[src/rtl/accum_cpu_ctrl_if.sv]
// RAM-side bus of the accumulator CPU: address, write data/strobe, combinational read data.
interface accum_cpu_ctrl_if #(
    parameter int unsigned ADDR_W = 8,
    parameter int unsigned DATA_W = 16
);
    logic [ADDR_W-1:0] ram_addr;
    logic [DATA_W-1:0] ram_din;
    logic [DATA_W-1:0] ram_dout;
    logic              ram_write;

    modport master (output ram_addr, output ram_din, output ram_write, input ram_dout);
    modport slave  (input ram_addr, input ram_din, input ram_write, output ram_dout);
endinterface

[src/rtl/accum_cpu_ctrl.sv]
// Multi-cycle (FETCH/DECODE/EXECUTE) accumulator CPU controller for a 256x16 single-port RAM.
// Optional IN/OUT opcodes and io_* ports are enabled by defining ACCUM_CPU_IO_EN.
module accum_cpu_ctrl #(
    parameter int unsigned       ADDR_W   = 8,
    parameter int unsigned       DATA_W   = 16,
    parameter logic [ADDR_W-1:0] RESET_PC = '0
) (
    input  logic              clk,
    input  logic              reset,
    input  logic              run,
    accum_cpu_ctrl_if.master  bus,
`ifdef ACCUM_CPU_IO_EN
    input  logic [DATA_W-1:0] io_in,
    output logic [DATA_W-1:0] io_out,
    output logic              io_out_valid,
`endif
    output logic [ADDR_W-1:0] pc,
    output logic [DATA_W-1:0] acc,
    output logic              carry,
    output logic              halted
);

    localparam logic [1:0] StFetch  = 2'd0;
    localparam logic [1:0] StDecode = 2'd1;
    localparam logic [1:0] StExec   = 2'd2;
    localparam logic [1:0] StHalt   = 2'd3;

    localparam logic [3:0] OpLoad  = 4'h1;
    localparam logic [3:0] OpStore = 4'h2;
    localparam logic [3:0] OpAdd   = 4'h3;
    localparam logic [3:0] OpSub   = 4'h4;
    localparam logic [3:0] OpJmp   = 4'h5;
    localparam logic [3:0] OpJz    = 4'h6;
    localparam logic [3:0] OpJc    = 4'h7;
    localparam logic [3:0] OpAnd   = 4'h8;
    localparam logic [3:0] OpLdi   = 4'h9;
`ifdef ACCUM_CPU_IO_EN
    localparam logic [3:0] OpIn    = 4'hC;
    localparam logic [3:0] OpOut   = 4'hD;
`endif
    localparam logic [3:0] OpHalt  = 4'hF;

    logic [1:0]        state_q, state_d;
    logic [ADDR_W-1:0] pc_q, pc_d;
    logic [DATA_W-1:0] ir_q, ir_d;
    logic [DATA_W-1:0] acc_q, acc_d;
    logic              carry_q, carry_d;

    logic [3:0]        opcode;
    logic [ADDR_W-1:0] operand;
    logic [DATA_W:0]   sum;
    logic [DATA_W:0]   diff;
    logic              unused_ir_bits;

    assign opcode         = ir_q[DATA_W-1 -: 4];
    assign operand        = ir_q[ADDR_W-1:0];
    assign unused_ir_bits = ^ir_q[DATA_W-5:ADDR_W];
    // Bit DATA_W of the extended result is carry for ADD and borrow for SUB.
    assign sum            = {1'b0, acc_q} + {1'b0, bus.ram_dout};
    assign diff           = {1'b0, acc_q} - {1'b0, bus.ram_dout};

    assign bus.ram_addr  = (state_q == StDecode || state_q == StExec) ? operand : pc_q;
    assign bus.ram_din   = acc_q;
    assign bus.ram_write = (state_q == StExec) && (opcode == OpStore);

    assign pc     = pc_q;
    assign acc    = acc_q;
    assign carry  = carry_q;
    assign halted = (state_q == StHalt);

`ifdef ACCUM_CPU_IO_EN
    logic [DATA_W-1:0] io_out_q, io_out_d;
    logic              io_valid_q, io_valid_d;

    assign io_out       = io_out_q;
    assign io_out_valid = io_valid_q;
`endif

    always_comb begin
        state_d = state_q;
        pc_d    = pc_q;
        ir_d    = ir_q;
        acc_d   = acc_q;
        carry_d = carry_q;
`ifdef ACCUM_CPU_IO_EN
        io_out_d   = io_out_q;
        io_valid_d = 1'b0;
`endif
        case (state_q)
            StFetch: begin
                if (run) begin
                    ir_d    = bus.ram_dout;
                    pc_d    = pc_q + ADDR_W'(1);
                    state_d = StDecode;
                end
            end
            StDecode: state_d = StExec;
            StExec: begin
                state_d = StFetch;
                case (opcode)
                    OpLoad: acc_d = bus.ram_dout;
                    OpAdd:  {carry_d, acc_d} = sum;
                    OpSub:  {carry_d, acc_d} = diff;
                    OpJmp:  pc_d = operand;
                    OpJz:   if (acc_q == '0) pc_d = operand;
                    OpJc:   if (carry_q) pc_d = operand;
                    OpAnd:  acc_d = acc_q & bus.ram_dout;
                    OpLdi:  acc_d = DATA_W'(operand);
`ifdef ACCUM_CPU_IO_EN
                    OpIn:   acc_d = io_in;
                    OpOut: begin
                        io_out_d   = acc_q;
                        io_valid_d = 1'b1;
                    end
`endif
                    OpHalt: state_d = StHalt;
                    default: ;
                endcase
            end
            StHalt: ;
            default: state_d = StFetch;
        endcase
    end

    always_ff @(posedge clk or posedge reset) begin
        if (reset) begin
            state_q <= StFetch;
            pc_q    <= RESET_PC;
            ir_q    <= '0;
            acc_q   <= '0;
            carry_q <= 1'b0;
        end else begin
            state_q <= state_d;
            pc_q    <= pc_d;
            ir_q    <= ir_d;
            acc_q   <= acc_d;
            carry_q <= carry_d;
        end
    end

`ifdef ACCUM_CPU_IO_EN
    always_ff @(posedge clk or posedge reset) begin
        if (reset) begin
            io_out_q   <= '0;
            io_valid_q <= 1'b0;
        end else begin
            io_out_q   <= io_out_d;
            io_valid_q <= io_valid_d;
        end
    end
`endif

endmodule
[src/flat_wrapper.sv]
// flat-port wrapper written by rule: the top's interface ports become plain ports
module accum_cpu_ctrl_flat 
#(
    parameter int unsigned       ADDR_W   = 8,
    parameter int unsigned       DATA_W   = 16,
    parameter logic [ADDR_W-1:0] RESET_PC = '0
)
  (clk, reset, run, pc, acc, carry, halted, bus_ram_addr, bus_ram_din, bus_ram_write, bus_ram_dout);
  accum_cpu_ctrl_if #(.ADDR_W(ADDR_W), .DATA_W(DATA_W)) bus_i ();
  input  logic clk;
  input  logic reset;
  input  logic run;
  output logic [ADDR_W-1:0] pc;
  output logic [DATA_W-1:0] acc;
  output logic carry;
  output logic halted;
  output wire logic [$bits(bus_i.ram_addr)-1:0] bus_ram_addr;
  output wire logic [$bits(bus_i.ram_din)-1:0] bus_ram_din;
  output wire logic [$bits(bus_i.ram_write)-1:0] bus_ram_write;
  input wire logic [$bits(bus_i.ram_dout)-1:0] bus_ram_dout;
  assign bus_ram_addr = bus_i.ram_addr;
  assign bus_ram_din = bus_i.ram_din;
  assign bus_ram_write = bus_i.ram_write;
  assign bus_i.ram_dout = bus_ram_dout;
  accum_cpu_ctrl #(.ADDR_W(ADDR_W), .DATA_W(DATA_W), .RESET_PC(RESET_PC)) u_core (.clk(clk), .reset(reset), .run(run), .bus(bus_i), .pc(pc), .acc(acc), .carry(carry), .halted(halted));
endmodule
[config.mk]
export PLATFORM = sky130hd
export DESIGN_NAME = accum_cpu_ctrl_flat
export DESIGN_NICKNAME = d
export VERILOG_FILES = /design/src/rtl/accum_cpu_ctrl_if.sv /design/src/rtl/accum_cpu_ctrl.sv /design/src/flat_wrapper.sv
export SDC_FILE = /design/constraint.sdc
export NUM_CORES = 1
export LEC_CHECK = 0
export BUFFER_PORTS_ARGS = -buffer_cell sky130_fd_sc_hd__buf_2
export CELL_PAD_IN_SITES_DETAIL_PLACEMENT = 1
export CELL_PAD_IN_SITES_GLOBAL_PLACEMENT = 2
export CORE_UTILIZATION = 34
export CTS_BUF_LIST = sky130_fd_sc_hd__clkbuf_2 sky130_fd_sc_hd__clkbuf_4 sky130_fd_sc_hd__clkbuf_8
export CTS_CLUSTER_SIZE = 30
export DETAILED_ROUTE_END_ITERATION = 8
export GPL_ROUTABILITY_DRIVEN = 0
export PLACE_DENSITY = 0.89
export SLEW_MARGIN = 20
export SYNTH_ARGS = -nofsm -noshare
export SYNTH_HDL_FRONTEND = slang
export SYNTH_SLANG_ARGS = --single-unit
[constraint.sdc]
create_clock -name clk -period 3.5 [get_ports clk]
set_input_delay 0.35 -clock clk [delete_from_list [all_inputs] [get_ports clk]]
set_output_delay 0.35 -clock clk [all_outputs]
set_load 0.01 [all_outputs]
==> out/qor.txt, run 1 <==
R2r startpoint: u_core.acc[0]
Placed insts: 771
Library cells used by synthesis: 78
Startpoint types: flip-flop
# diodes: 0
PortBufs: 69
Setup tns final: 0 ns
Post-layout nets: 666
Critical path peak fanout: 6
Most frequent cells in the layout: 69 x buf_2, 52 x a21oi_1, 52 x o21ai_0, 50 x nand2_1, 48 x nor2_1
Required time of the worst setup path: 3.72 ns
Proportion of layout cells with a drive suffix above 1: 18.95%
HP Class: primary input to async pin
First-pass iteration count of the detailed router: 5
Crit end category: flip-flop
Vias per cell: 5.909
DRC Markers: 0
Post-DP HPWL: 11570 um
Post-cts sizing count: 0
RSZ-0062 raised after global routing: no
Max clock buf depth: 2
CTS buffer count: 5
Most common cell after layout, fill and taps aside: buf_2
Area Overhead vs Synth: 11.04%
Post-route design area: 4857 um^2
Slew @ Worst Pin: 0.9164 ns
Full die area: 13320 um^2
Drt total wl: 15570 um
Syn Inst Count: 570
CP max-delay cell: a32oi_1
Tcrit/Tclk final: 85.38%
Num rows: 41
YS warnings: 0
Die Span Y: 115.4 um
Number of fill cells: 1576
R2R setup slack: 0.51 ns
Fin util: 38.65%
Largest net degree at the start of global routing: 24
Ys flop type: dfrtp_1
Crit path kind: flip-flop to flip-flop
Post-Synthesis Cell Area: 4374 um^2
#FFs+latches synth: 39
Setup WS post-layout: 0.5117 ns
Initial DRC Count: 287
Max-Cap Viols: 0
Total track usage: 24.29%
Setup Buffers After CTS: 0
CP cell instances: inv_1, ha_1, fa_1, nor2b_1, o211ai_1, a32oi_1, nand3_1, a311oi_1, a21oi_1, o221a_1
Worst slack at placement: 0.5334 ns
CTS tree: built
Worst-case vdd ir drop: 0.3505 mV
Worst R2R End: u_core.acc[10]
PD cells: 1015 nW/um^2
Overflow after GRT: 0
Largest area contributor in the netlist: dfrtp_1
Worst slew margin: 38.84%
Fin cells: 779
Hold Buf Count CTS: 0
Status: complete, no violations
Core area: 12570 um^2
Root Buffer: clkbuf_8
Share of flip-flops with an asynchronous set or reset: 100.0%
Num ports: 70
CTS sink count: 39
Final slew viol count: 0
Placed standard-cell area: 4745 um^2
Vias in the first global route: 4658
Final Hold Fails: 0
Worst-Skew Late Latency: 0.32 ns
H-tree levels: 2
Max Freq: 334.6 MHz
CP arrival: 3.21 ns
Chip Width: 115.4 um
Area contributors post-synth: dfrtp_1 22%, ha_1 11%, a21oi_1 5.9%
Clock transition at path regs: 0.10 ns
Post-synth EDFFs: 0
Sequential share of the synthesized area: 22.31%
Top-area cell type share of the netlist area: 22.31%
R2R depth: 10
Synth Area per Inst: 7.674 um^2
Antenna violations before repair: 0
Global-route wire length before repair: 25110 um
Wirelength per Cell: 19.99 um
DR vias: 4603
P_leak: 2.112 nW
Initial Util: 34.80%
Syn nets: 630
Tmin final: 2.988 ns
Clk_skew: 0.01734 ns
# setup viols final: 0
Crit-path max cell delay: 0.56 ns
Final ANT Viol Nets: 0
-- registers in the layout, indices dropped and copies added, names as in the netlist --
name	count
u_core.carry	1
u_core.ir_q	12
u_core.state_q	2
u_core.pc	8
u_core.acc	16
-- where the power goes --
part           total (mW)  internal [mW]  switching (mW)
clock               0.427          0.213           0.214
combinational        3.40           1.33            2.07
sequential           1.10          0.670           0.433
total                4.93           2.21            2.72
-- layout make-up --
class	count	area, um^2	area share [%]
repair buffers	80	427.9	8.810
multi-input cells	444	2990	61.57
inverters	36	135.1	2.782
flip-flops and latches	39	975.9	20.09
clock buffers	5	68.82	1.417
clock inverters	3	43.79	0.9016
well taps	172	215.2	4.431
-- worst max-delay path by stage --
stage | startpoint | endpoint | slack [ns] | cells after the start
after floorplan | u_core.acc[0] | u_core.acc[8] | 0.84 | 10
after CTS | u_core.acc[0] | u_core.acc[10] | 0.52 | 10
after global routing | u_core.acc[0] | u_core.acc[10] | 0.32 | 10
after detailed placement | bus_ram_dout[0] | u_core.acc[8] | 0.53 | 11
final | u_core.acc[0] | u_core.acc[10] | 0.51 | 10
after global placement | u_core.acc[10] | u_core.acc[13] | 0.57 | 8
-- per-stage QoR --
| stage | power, mW | hold slack, ns |
|---|---|---|
| floorplan | 3.449 | 0.4745 |
| global placement | 4.342 | 0.5441 |
| detailed placement | 4.463 | 0.5489 |
| CTS | 4.904 | 0.2596 |
| global route | 5.324 | 0.2981 |
| finish | 4.928 | 0.2164 |
-- logic make-up after synthesis --
family | synth area share [%]
buffers and inverters | 9.325
XOR/XNOR | 0.2003
AND/OR/NAND/NOR | 20.45
adder cells (fa/ha/maj) | 12.07
multiplexers | 3.490
AO/OA/AOI/OAI | 32.15
flip-flops | 22.31
-- per-layer routing --
metal / share of wire (%) / wire length (um) / track usage [%] / vias to the layer above
met5: 0 / 0 / 0 / -
met4: 2.3 / 354 / 8.312 / 0
met3: 4.0 / 626 / 2.929 / 29
met2: 47 / 7337 / 40.32 / 135
met1: 47 / 7252 / 32.61 / 2291
li1: - / - / - / 2148
-- critical path, delay by kind of cell (launching register included) --
kind                     cells  cell delay [ns]
buffers and inverters        1             0.10
flip-flops                   1             0.45
AO/OA/AOI/OAI                5             1.39
AND/OR/NAND/NOR              2             0.32
adder cells (fa/ha/maj)      2             0.62
-- synthesized netlist by cell type (7+ instances only) --
cell       n
a21oi_1   52
a31oi_1    7
buf_2      8
buf_4     19
clkbuf_1  22
dfrtp_1   39
ha_1      39
inv_1     36
mux2_2    10
nand2_1   50
nand2b_1   8
nand3_1   20
nor2_1    48
nor2b_1    7
o21ai_0   52
o21ai_1   10
o21bai_1   8
(Power assumes the default switching activity.)
==> run 2, diff against run 1 <==
MAX_ROUTING_LAYER = met4   (was default)
SKIP_LAST_GASP = 1   (was default)
==> out/qor.txt, run 2 (synthesis results as in run 1) <==
Num ports: 70
DRC Markers: 0
Placed insts: 771
Crit path kind: flip-flop to flip-flop
DR vias: 4586
Sw Share: 55.13%
Slew @ Worst Pin: 0.9189 ns
Total power: 4.923 mW
Global-route wire length before repair: 25100 um
Max clock buf depth: 2
Final slew viol count: 0
Overflow after GRT: 0
Drt total wl: 15570 um
Max Freq: 330.7 MHz
Initial Util: 34.80%
Die Span Y: 115.4 um
Core area: 12570 um^2
Total track usage: 25.05%
Largest net degree at the start of global routing: 24
Setup tns final: 0 ns
R2R depth: 10
Most frequent cells in the layout: 69 x buf_2, 52 x a21oi_1, 52 x o21ai_0, 50 x nand2_1, 48 x nor2_1
Vias in the first global route: 4664
Proportion of layout cells with a drive suffix above 1: 18.95%
Worst-Skew Late Latency: 0.32 ns
P_leak: 2.112 nW
CP arrival: 3.24 ns
Final Hold Fails: 0
Clock transition at path regs: 0.10 ns
Worst slew margin: 38.67%
Fin cells: 779
Area Overhead vs Synth: 11.04%
Max FFs per register: 16
P_sw: 2.714 mW
CTS buffer count: 5
Final ANT Viol Nets: 0
Hold Buf Count CTS: 0
R2R setup slack: 0.48 ns
Number of fill cells: 1576
RSZ-0062 raised after global routing: no
Clk_skew: 0.01658 ns
CTS tree: built
Worst R2R End: u_core.acc[10]
Initial DRC Count: 283
Tcrit/Tclk final: 86.40%
Crit end category: flip-flop
Max-Cap Viols: 0
Root Buffer: clkbuf_8
Post-DP HPWL: 11570 um
Critical path peak fanout: 6
Post-layout nets: 666
H-tree levels: 2
PortBufs: 69
Combinational share of power: 69.0%
Worst-case vdd ir drop: 0.3501 mV
Post-cts sizing count: 0
Required time of the worst setup path: 3.72 ns
Antenna violations before repair: 0
Chip Width: 115.4 um
Int Pwr: 2.209 mW
PD cells: 1014 nW/um^2
Most common cell after layout, fill and taps aside: buf_2
Vias per cell: 5.887
HP Class: primary input to async pin
Setup Buffers After CTS: 0
# diodes: 0
R2r startpoint: u_core.acc[0]
Startpoint types: flip-flop
# setup viols final: 0
CTS sink count: 39
Register share of total power: 22.4%
Status: complete, no violations
Full die area: 13320 um^2
First-pass iteration count of the detailed router: 5
Tmin final: 3.024 ns
Wirelength per Cell: 19.98 um
Num rows: 41
Clock power frac: 8.6%
run 2: cell counts in the layout (fill, tap and decap cells not counted):
Identical to the previous run, type by type.
run 2: power by group through the flow:
| stage | Combinational, mW | Sequential (mW) | Clock, mW |
|---|---|---|---|
| after floorplan | 2.46 | 0.984 | 0 |
| after detailed placement | 3.35 | 1.11 | 0 |
| after global routing | 3.73 | 1.15 | 0.449 |
| after global placement | 3.26 | 1.09 | 0 |
| final | 3.40 | 1.10 | 0.423 |
| after CTS | 3.37 | 1.10 | 0.431 |
run 2: final cells by class:
cell class              count  area, um^2  area share, %
inverters                  36       135.1          2.782
repair buffers             80       427.9          8.810
clock inverters             3       43.79         0.9016
clock buffers               5       68.82          1.417
multi-input cells         444        2990          61.57
flip-flops and latches     39       975.9          20.09
well taps                 172       215.2          4.431
run 2: worst max-delay path: stages, from the launching register on:
cell and delay (ns):
dfrtp_1 0.46, inv_1 0.10, ha_1 0.21, fa_1 0.41, nor2b_1 0.18, o211ai_1 0.12
a32oi_1 0.57, nand3_1 0.16, a311oi_1 0.37, a21oi_1 0.12, o221a_1 0.22
run 2: metal layers:
layer	share of wire, %	global-route usage [%]	wire [um]
met1	47	32.51	7244
met2	47	40.44	7356
met3	3.8	2.929	594
met4	2.4	8.312	371
met5	0	-	0
run 2: through the flow:
| stage | util (%) | hold WS [ns] | setup slack, ns | instance area [um^2] |
|---|---|---|---|---|
| 3_3_place_gp | 37.75 | 0.5441 | 0.5674 | 4745 |
| 4_1_cts | 38.65 | 0.2596 | 0.5245 | 4857 |
| 6_report | 38.65 | 0.2188 | 0.4759 | 4857 |
| 5_1_grt | 38.65 | 0.2981 | 0.3197 | 4857 |
| 3_5_place_dp | 37.75 | 0.5489 | 0.5334 | 4745 |
| 2_1_floorplan | - | 0.4745 | 0.8410 | 4374 |
run 2: worst max-delay path by stage:
stage | slack, ns | cells past startpoint | startpoint | to
after floorplan | 0.84 | 10 | u_core.acc[0] | u_core.acc[8]
after global placement | 0.57 | 8 | u_core.acc[10] | u_core.acc[13]
after detailed placement | 0.53 | 11 | bus_ram_dout[0] | u_core.acc[8]
after CTS | 0.52 | 10 | u_core.acc[0] | u_core.acc[10]
after global routing | 0.32 | 10 | u_core.acc[0] | u_core.acc[10]
final | 0.48 | 10 | u_core.acc[0] | u_core.acc[10]
